`config.mk`:
```
export PLATFORM = sky130hd
export DESIGN_NAME = traffic_light_monitor
export DESIGN_NICKNAME = d
export VERILOG_FILES = /design/src/rtl/traffic_light_monitor.sv
export SDC_FILE = /design/constraint.sdc
export NUM_CORES = 1
export LEC_CHECK = 0
export ABC_AREA = 1
export BUFFER_PORTS_ARGS = -buffer_cell sky130_fd_sc_hd__buf_2
export CORE_MARGIN = 2
export CORE_UTILIZATION = 30
export DETAILED_ROUTE_END_ITERATION = 8
export HOLD_SLACK_MARGIN = 0.15
export SLEW_MARGIN = 15
export SYNTH_ARGS = -nofsm -noshare
export SYNTH_HDL_FRONTEND = slang
export SYNTH_SLANG_ARGS = --single-unit
```
`constraint.sdc`:
```
create_clock -name clk -period 1.3 [get_ports clk]
set_input_delay 0 -clock clk [delete_from_list [all_inputs] [get_ports clk]]
set_output_delay 0 -clock clk [all_outputs]
set_load 0.02 [all_outputs]
```
`src/rtl/traffic_light_monitor.sv`:
```
// rtl/traffic_light_monitor.sv - observes a highway/country-road light pair and flags illegal,
// conflicting, out-of-sequence, short-yellow and starvation behaviour with latency 1.
module traffic_light_monitor #(
  parameter int Y_MIN    = 3,
  parameter int MAX_WAIT = 16,
  parameter int CNT_W    = 8
) (
  input  logic             clk,
  input  logic             rst,
  input  logic [1:0]       highway,
  input  logic [1:0]       country_road,
  input  logic             x,
  input  logic             clr,
  output logic [4:0]       err_flags,
  output logic             err_pulse,
  output logic [CNT_W-1:0] viol_count
);
  typedef enum logic [1:0] {RED = 2'b00, YELLOW = 2'b01, GREEN = 2'b10} light_e;

  localparam logic [3:0] Y_MIN4  = 4'(Y_MIN);
  localparam logic [7:0] MAX_W8  = 8'(MAX_WAIT);
  localparam logic [CNT_W-1:0] CNT_MAX = {CNT_W{1'b1}};

  light_e           hw_q, hw_d, cr_q, cr_d;
  logic [3:0]       hy_q, hy_d, cy_q, cy_d;
  logic [7:0]       wait_q, wait_d;
  logic [4:0]       flags_q, flags_d, fire;
  logic             pulse_q;
  logic [CNT_W-1:0] cnt_q, cnt_d, cnt_base;
  logic             h_ill, h_seq, h_ysh, c_ill, c_seq, c_ysh;
  logic             conflict, wait_inc, starve;

  // Illegal codes leave the tracker and its yellow counter untouched.
  function automatic void road_step(input logic [1:0] v, input light_e st, input logic [3:0] yc,
                                    output light_e st_n, output logic [3:0] yc_n,
                                    output logic ill, output logic seq, output logic ysh);
    ill  = 1'b0;
    seq  = 1'b0;
    ysh  = 1'b0;
    st_n = st;
    yc_n = yc;
    if (v == 2'b11) begin
      ill = 1'b1;
    end else begin
      st_n = light_e'(v);
      if (st_n != st) begin
        seq = !((st == RED && st_n == GREEN) || (st == GREEN && st_n == YELLOW) ||
                (st == YELLOW && st_n == RED));
        ysh = (st == YELLOW) && (st_n == RED) && (yc < Y_MIN4);
      end
      if (st_n == YELLOW) yc_n = (st != YELLOW) ? 4'd1 : ((yc < Y_MIN4) ? yc + 4'd1 : yc);
      else                yc_n = 4'd0;
    end
  endfunction

  always_comb begin
    road_step(highway, hw_q, hy_q, hw_d, hy_d, h_ill, h_seq, h_ysh);
    road_step(country_road, cr_q, cy_q, cr_d, cy_d, c_ill, c_seq, c_ysh);
    conflict = (highway == 2'b01 || highway == 2'b10) &&
               (country_road == 2'b01 || country_road == 2'b10);
    wait_inc = x && (country_road != 2'b10);
    starve   = wait_inc && (wait_q == MAX_W8 - 8'd1);
    wait_d   = !wait_inc ? 8'd0 : ((wait_q < MAX_W8) ? wait_q + 8'd1 : wait_q);
    fire     = {starve, h_ysh | c_ysh, h_seq | c_seq, conflict, h_ill | c_ill};
    flags_d  = clr ? fire : (flags_q | fire);
    cnt_base = clr ? '0 : cnt_q;
    cnt_d    = ((|fire) && cnt_base != CNT_MAX) ? cnt_base + 1'b1 : cnt_base;
  end

  always_ff @(posedge clk or posedge rst) begin
    if (rst) begin
      hw_q    <= RED;
      cr_q    <= RED;
      hy_q    <= 4'd0;
      cy_q    <= 4'd0;
      wait_q  <= 8'd0;
      flags_q <= 5'd0;
      pulse_q <= 1'b0;
      cnt_q   <= '0;
    end else begin
      hw_q    <= hw_d;
      cr_q    <= cr_d;
      hy_q    <= hy_d;
      cy_q    <= cy_d;
      wait_q  <= wait_d;
      flags_q <= flags_d;
      pulse_q <= |fire;
      cnt_q   <= cnt_d;
    end
  end

  assign err_flags  = flags_q;
  assign err_pulse  = pulse_q;
  assign viol_count = cnt_q;
endmodule

```
==> results.txt <==
- The run finished, with violations left.
- The checks that failed: negative setup slack.
* Worst Path Max Fanout: 8
- Total standard cell area after synthesis: 0.00190 sq mm
* Number of input and output port buffers inserted: 21
- The finished layout holds 408 standard cells, fillers aside.
- Number of hold violations in the final report: 0
- The commonest cells after synthesis are sky130_fd_sc_hd__nand2_1 (84), sky130_fd_sc_hd__nor2_1 (37), sky130_fd_sc_hd__dfrtp_1 (34).
- Type of origin of the critical path: register
* Pin count of the biggest net entering global routing: 35
- Part of the power in combinational logic: 0.217
* Source of the critical timing path: hy_q[0]$_DFFE_PP0P_
* Die Outline Area: approximately 0.0070 sq mm
- Max clock buf depth: 2
* Final critical delay including setup and external delays: about 1500 ps
- Yosys reg bits: 34
* Post-place setup slack: -197 ps
- During I/O placement, the number of pins put on the boundary was 22.
* Total half-perimeter wirelength after legalization and detailed placement: 3010 um
- After detailed routing, the number of vias per cell comes to 4.25.
- Internal power consumption: between 2000 and 2500 uW
* TritonCTS clock tree: yes
- Clock edge transition at the registers on the reported setup and hold paths: around 70 ps
- sky130_fd_sc_hd__nand2_1 is the most common cell in the netlist.
* Number of instances in the placed design: 384
- Nets: roughly 350
- Data arrival time of the worst path: approximately 1700 ps
- The via count of the first global-routing pass came to 1714.
* Max Cap Viol: 0
- Level count of the clock H-tree: 2
- For this design the ratio of total power to cell area is 1020 mW/mm^2.
- Headroom to the max-slew limit came out at 0.710.
- Once detail routing completed, the nets flagged for antenna violations numbered 0.
- The initial antenna violation count is 0.
- The first routing iteration left between 50 and 60 violations.
- Root Buffer: sky130_fd_sc_hd__clkbuf_8
* WL per Instance: between 10 and 15 um
- After global routing the overflow that remains totals 0.
* Required time of the critical path: 1490 ps
- The worst hold path begins at x.
* Syn avg cell area: roughly 7.6 sq um
* Routability cong.: 0.769
* Slew Limit Fails: 0
* Sequential fraction of design power: 0.416
- Counting every sink on the clock net gives 34.
- Die Span X: 83.5 um
* Synth Warn #: 0
* Least-Margin Pin Slew: roughly 440 ps
* CP Cell Sequence: ha_2 > nor2_1 > nand2_1 > nor2_1 > nand2_2 > nand2_2 > nor2_2 > nand2_2 > nand2_4 > nand2_1 > nand2_1
* Number of flops mapped to enable cells by yosys: 0
- The share of total power dissipated in the clock network is 0.367.
- After synthesis, the cell types taking the most area are sky130_fd_sc_hd__dfrtp_1 (45%), sky130_fd_sc_hd__nand2_1 (17%), sky130_fd_sc_hd__ha_1 (7.9%), sky130_fd_sc_hd__nor2_1 (7.3%), sky130_fd_sc_hd__inv_1 (5.7%).
- In the routed design, unresolved DRC markers number 0.
- The worst setup path is of the register to register kind.
- Portion of synthesized cell area occupied by the leading cell type: 0.448
- The floorplan has 28 rows.
- Switching part of the total: 0.275
- TritonRoute pass-1 iters: 4
- Post-synth top area cell: sky130_fd_sc_hd__dfrtp_1
- STA classifies the critical path endpoint as a register.
* Layer carrying the most global-route usage: met2
- Post-route setup slack: -203 ps
- For this run, asynchronously set or reset flops after synthesis account for 1.00.
- Total routing usage reported by global routing: 0.131
* Total clock buffers created by CTS: 5
* Ratio of cells with drive above 1 in the final layout: 0.345
- The worst register-to-register path begins at hy_q[0]$_DFFE_PP0P_.
- Post-synthesis sequential area ratio: 0.448
- In the finished design, the share of the clock period the worst path needs comes to 1.16.
* Setup repair after global routing missed its margin: true
- Timing would allow up to 665 MHz.
- For this run, global-route usage on met1 was measured as 0.158.
- Slowest cell on the critical path: sky130_fd_sc_hd__dfrtp_1
- Dominant synthesized flop cell: sky130_fd_sc_hd__dfrtp_1
* Area growth from synthesis to layout: 44.2%
* Insertion delay of the later-clocked pin in the worst-skew pair: a little under 300 ps
* Wire length reported by the detailed router: 4230 um
- The first global-routing pass estimated around 7300 um of wire.
- Met2 Resource Use GR: 0.212
- In the global route stage, met3 resource usage came out at 0.0396.
- Final setup violation count: 9
- Utilization after layout: 0.454
- IR analysis of the VDD net gives a maximum drop of ~430 uV.
- The detailed router placed around 1.7k vias in this run.
* Number of nets in the synthesized netlist: 270
* Largest stage delay on the critical path: between 300 and 400 ps
- Die extent in y: 83.5 um
* Syn Inst Count: 250
- Pwr Total: 2800 uW
- The min-delay analysis places its worst path in the category input port to register.
* Final antenna diode count: 0
- Placeable core region: 0.00603 sq mm
- Switching power: a little under 800 uW
- For the final database, setup skew stands at 2.90 ps.
* Initial Utilization: 0.315
* Distinct cells, synth: 21
- Summed over all cells, the static leakage comes to 0.00152 uW.
[flip-flops by register name, indices dropped and copies added, names as in the netlist]
register,flops
cr_q,2
cy_q,4
err_pulse,1
hw_q,2
hy_q,4
err_flags,5
wait_q,8
viol_count,8
[logic make-up after synthesis]
| kind of cell | count (synthesis) | synth area share |
|---|---|---|
| AOI/OAI and AO/OA | 10 | 0.0316 |
| buffers and inverters | 37 | 0.0738 |
| and+or+nand+nor | 152 | 0.344 |
| adders and majority gates | 12 | 0.0791 |
| DFF | 34 | 0.448 |
| xor gates and xnor gates | 5 | 0.0231 |
[power by group through the flow]
stage / logic (uW) / clock network, uW / registers, uW
3_5_place_dp: 541 / 0 / 1180
6_report: 607 / 1030 / 1170
5_1_grt: 681 / 1110 / 1180
4_1_cts: 582 / 1060 / 1170
2_1_floorplan: 242 / 0 / 1230
3_3_place_gp: 536 / 0 / 1180
[metal layers]
| metal | vias up | share of wire |
|---|---|---|
| li1 | 935 | - |
| met2 | 28 | 0.47 |
| met4 | 0 | 0.028 |
| met3 | 12 | 0.036 |
| met5 | - | 0 |
| met1 | 759 | 0.46 |
[area by class of cell]
type | count | area [sq um]
Inverter | 37 | 140
Clock inverter | 1 | 30.0
Clock buffer | 7 | 86.3
Multi-Input combinational cell | 179 | 992
Timing Repair Buffer | 75 | 542
Sequential cell | 34 | 853
Tap cell | 75 | 93.8
Fill cell | 628 | 3290
[metrics by stage]
| stage | setup TNS (ps) | hold slack (ps) | area, sq um |
|---|---|---|---|
| detailed placement | -1570 | 126 | 2420 |
| global placement | -1370 | 128 | 2420 |
| floorplan | -1290 | 141 | 1920 |
| finish | -1700 | 175 | 2740 |
| CTS | -1420 | 175 | 2650 |
| global route | -3270 | 193 | 2740 |
[worst paths after layout]
check                      slack (ps)                       to  cells past startpoint
setup / recovery                 -200  viol_count[4]$_DFF_PP0_                     11
hold / removal                    170    wait_q[2]$_DFFE_PP0P_                      6
setup reg to reg                 -200  viol_count[4]$_DFF_PP0_                     11
hold reg to reg                   470   err_flags[0]$_DFF_PP0_                      2
max in group asynchronous         630  viol_count[0]$_DFF_PP0_                      4
min in group asynchronous         340   err_flags[4]$_DFF_PP0_                      4
[cells in the final DEF, fill, tap and decap left out, types with 3 or more instances in the layout]
cell,count
sky130_fd_sc_hd__buf_2,21
sky130_fd_sc_hd__buf_4,46
sky130_fd_sc_hd__clkbuf_8,6
sky130_fd_sc_hd__dfrtp_1,32
sky130_fd_sc_hd__dlygate4sd3_1,6
sky130_fd_sc_hd__ha_1,9
sky130_fd_sc_hd__inv_1,26
sky130_fd_sc_hd__inv_2,8
sky130_fd_sc_hd__nand2_1,72
sky130_fd_sc_hd__nand2_2,12
sky130_fd_sc_hd__nand2_4,4
sky130_fd_sc_hd__nand3_1,20
sky130_fd_sc_hd__nor2_1,32
sky130_fd_sc_hd__nor2_2,4
sky130_fd_sc_hd__o21ai_0,5
sky130_fd_sc_hd__xor2_1,3
[timing repair]
action | in CTS | in global routing
buffers inserted | 6 | 6
pin swaps | 8 | 13
setup endpoints to repair | 9 | 16
endpoints found under the hold margin | 39 | 0
hold buffers | 6 | 0
gates resized for setup | 3 | 22
[worst max-delay path, delay by kind of cell (launching register included)]
kind / cells / cell delay, ps
adder cells (fa/ha/maj): 1 / 180
flip-flops: 1 / 380
AND/OR/NAND/NOR: 10 / 830
(Power assumes the default switching activity.)
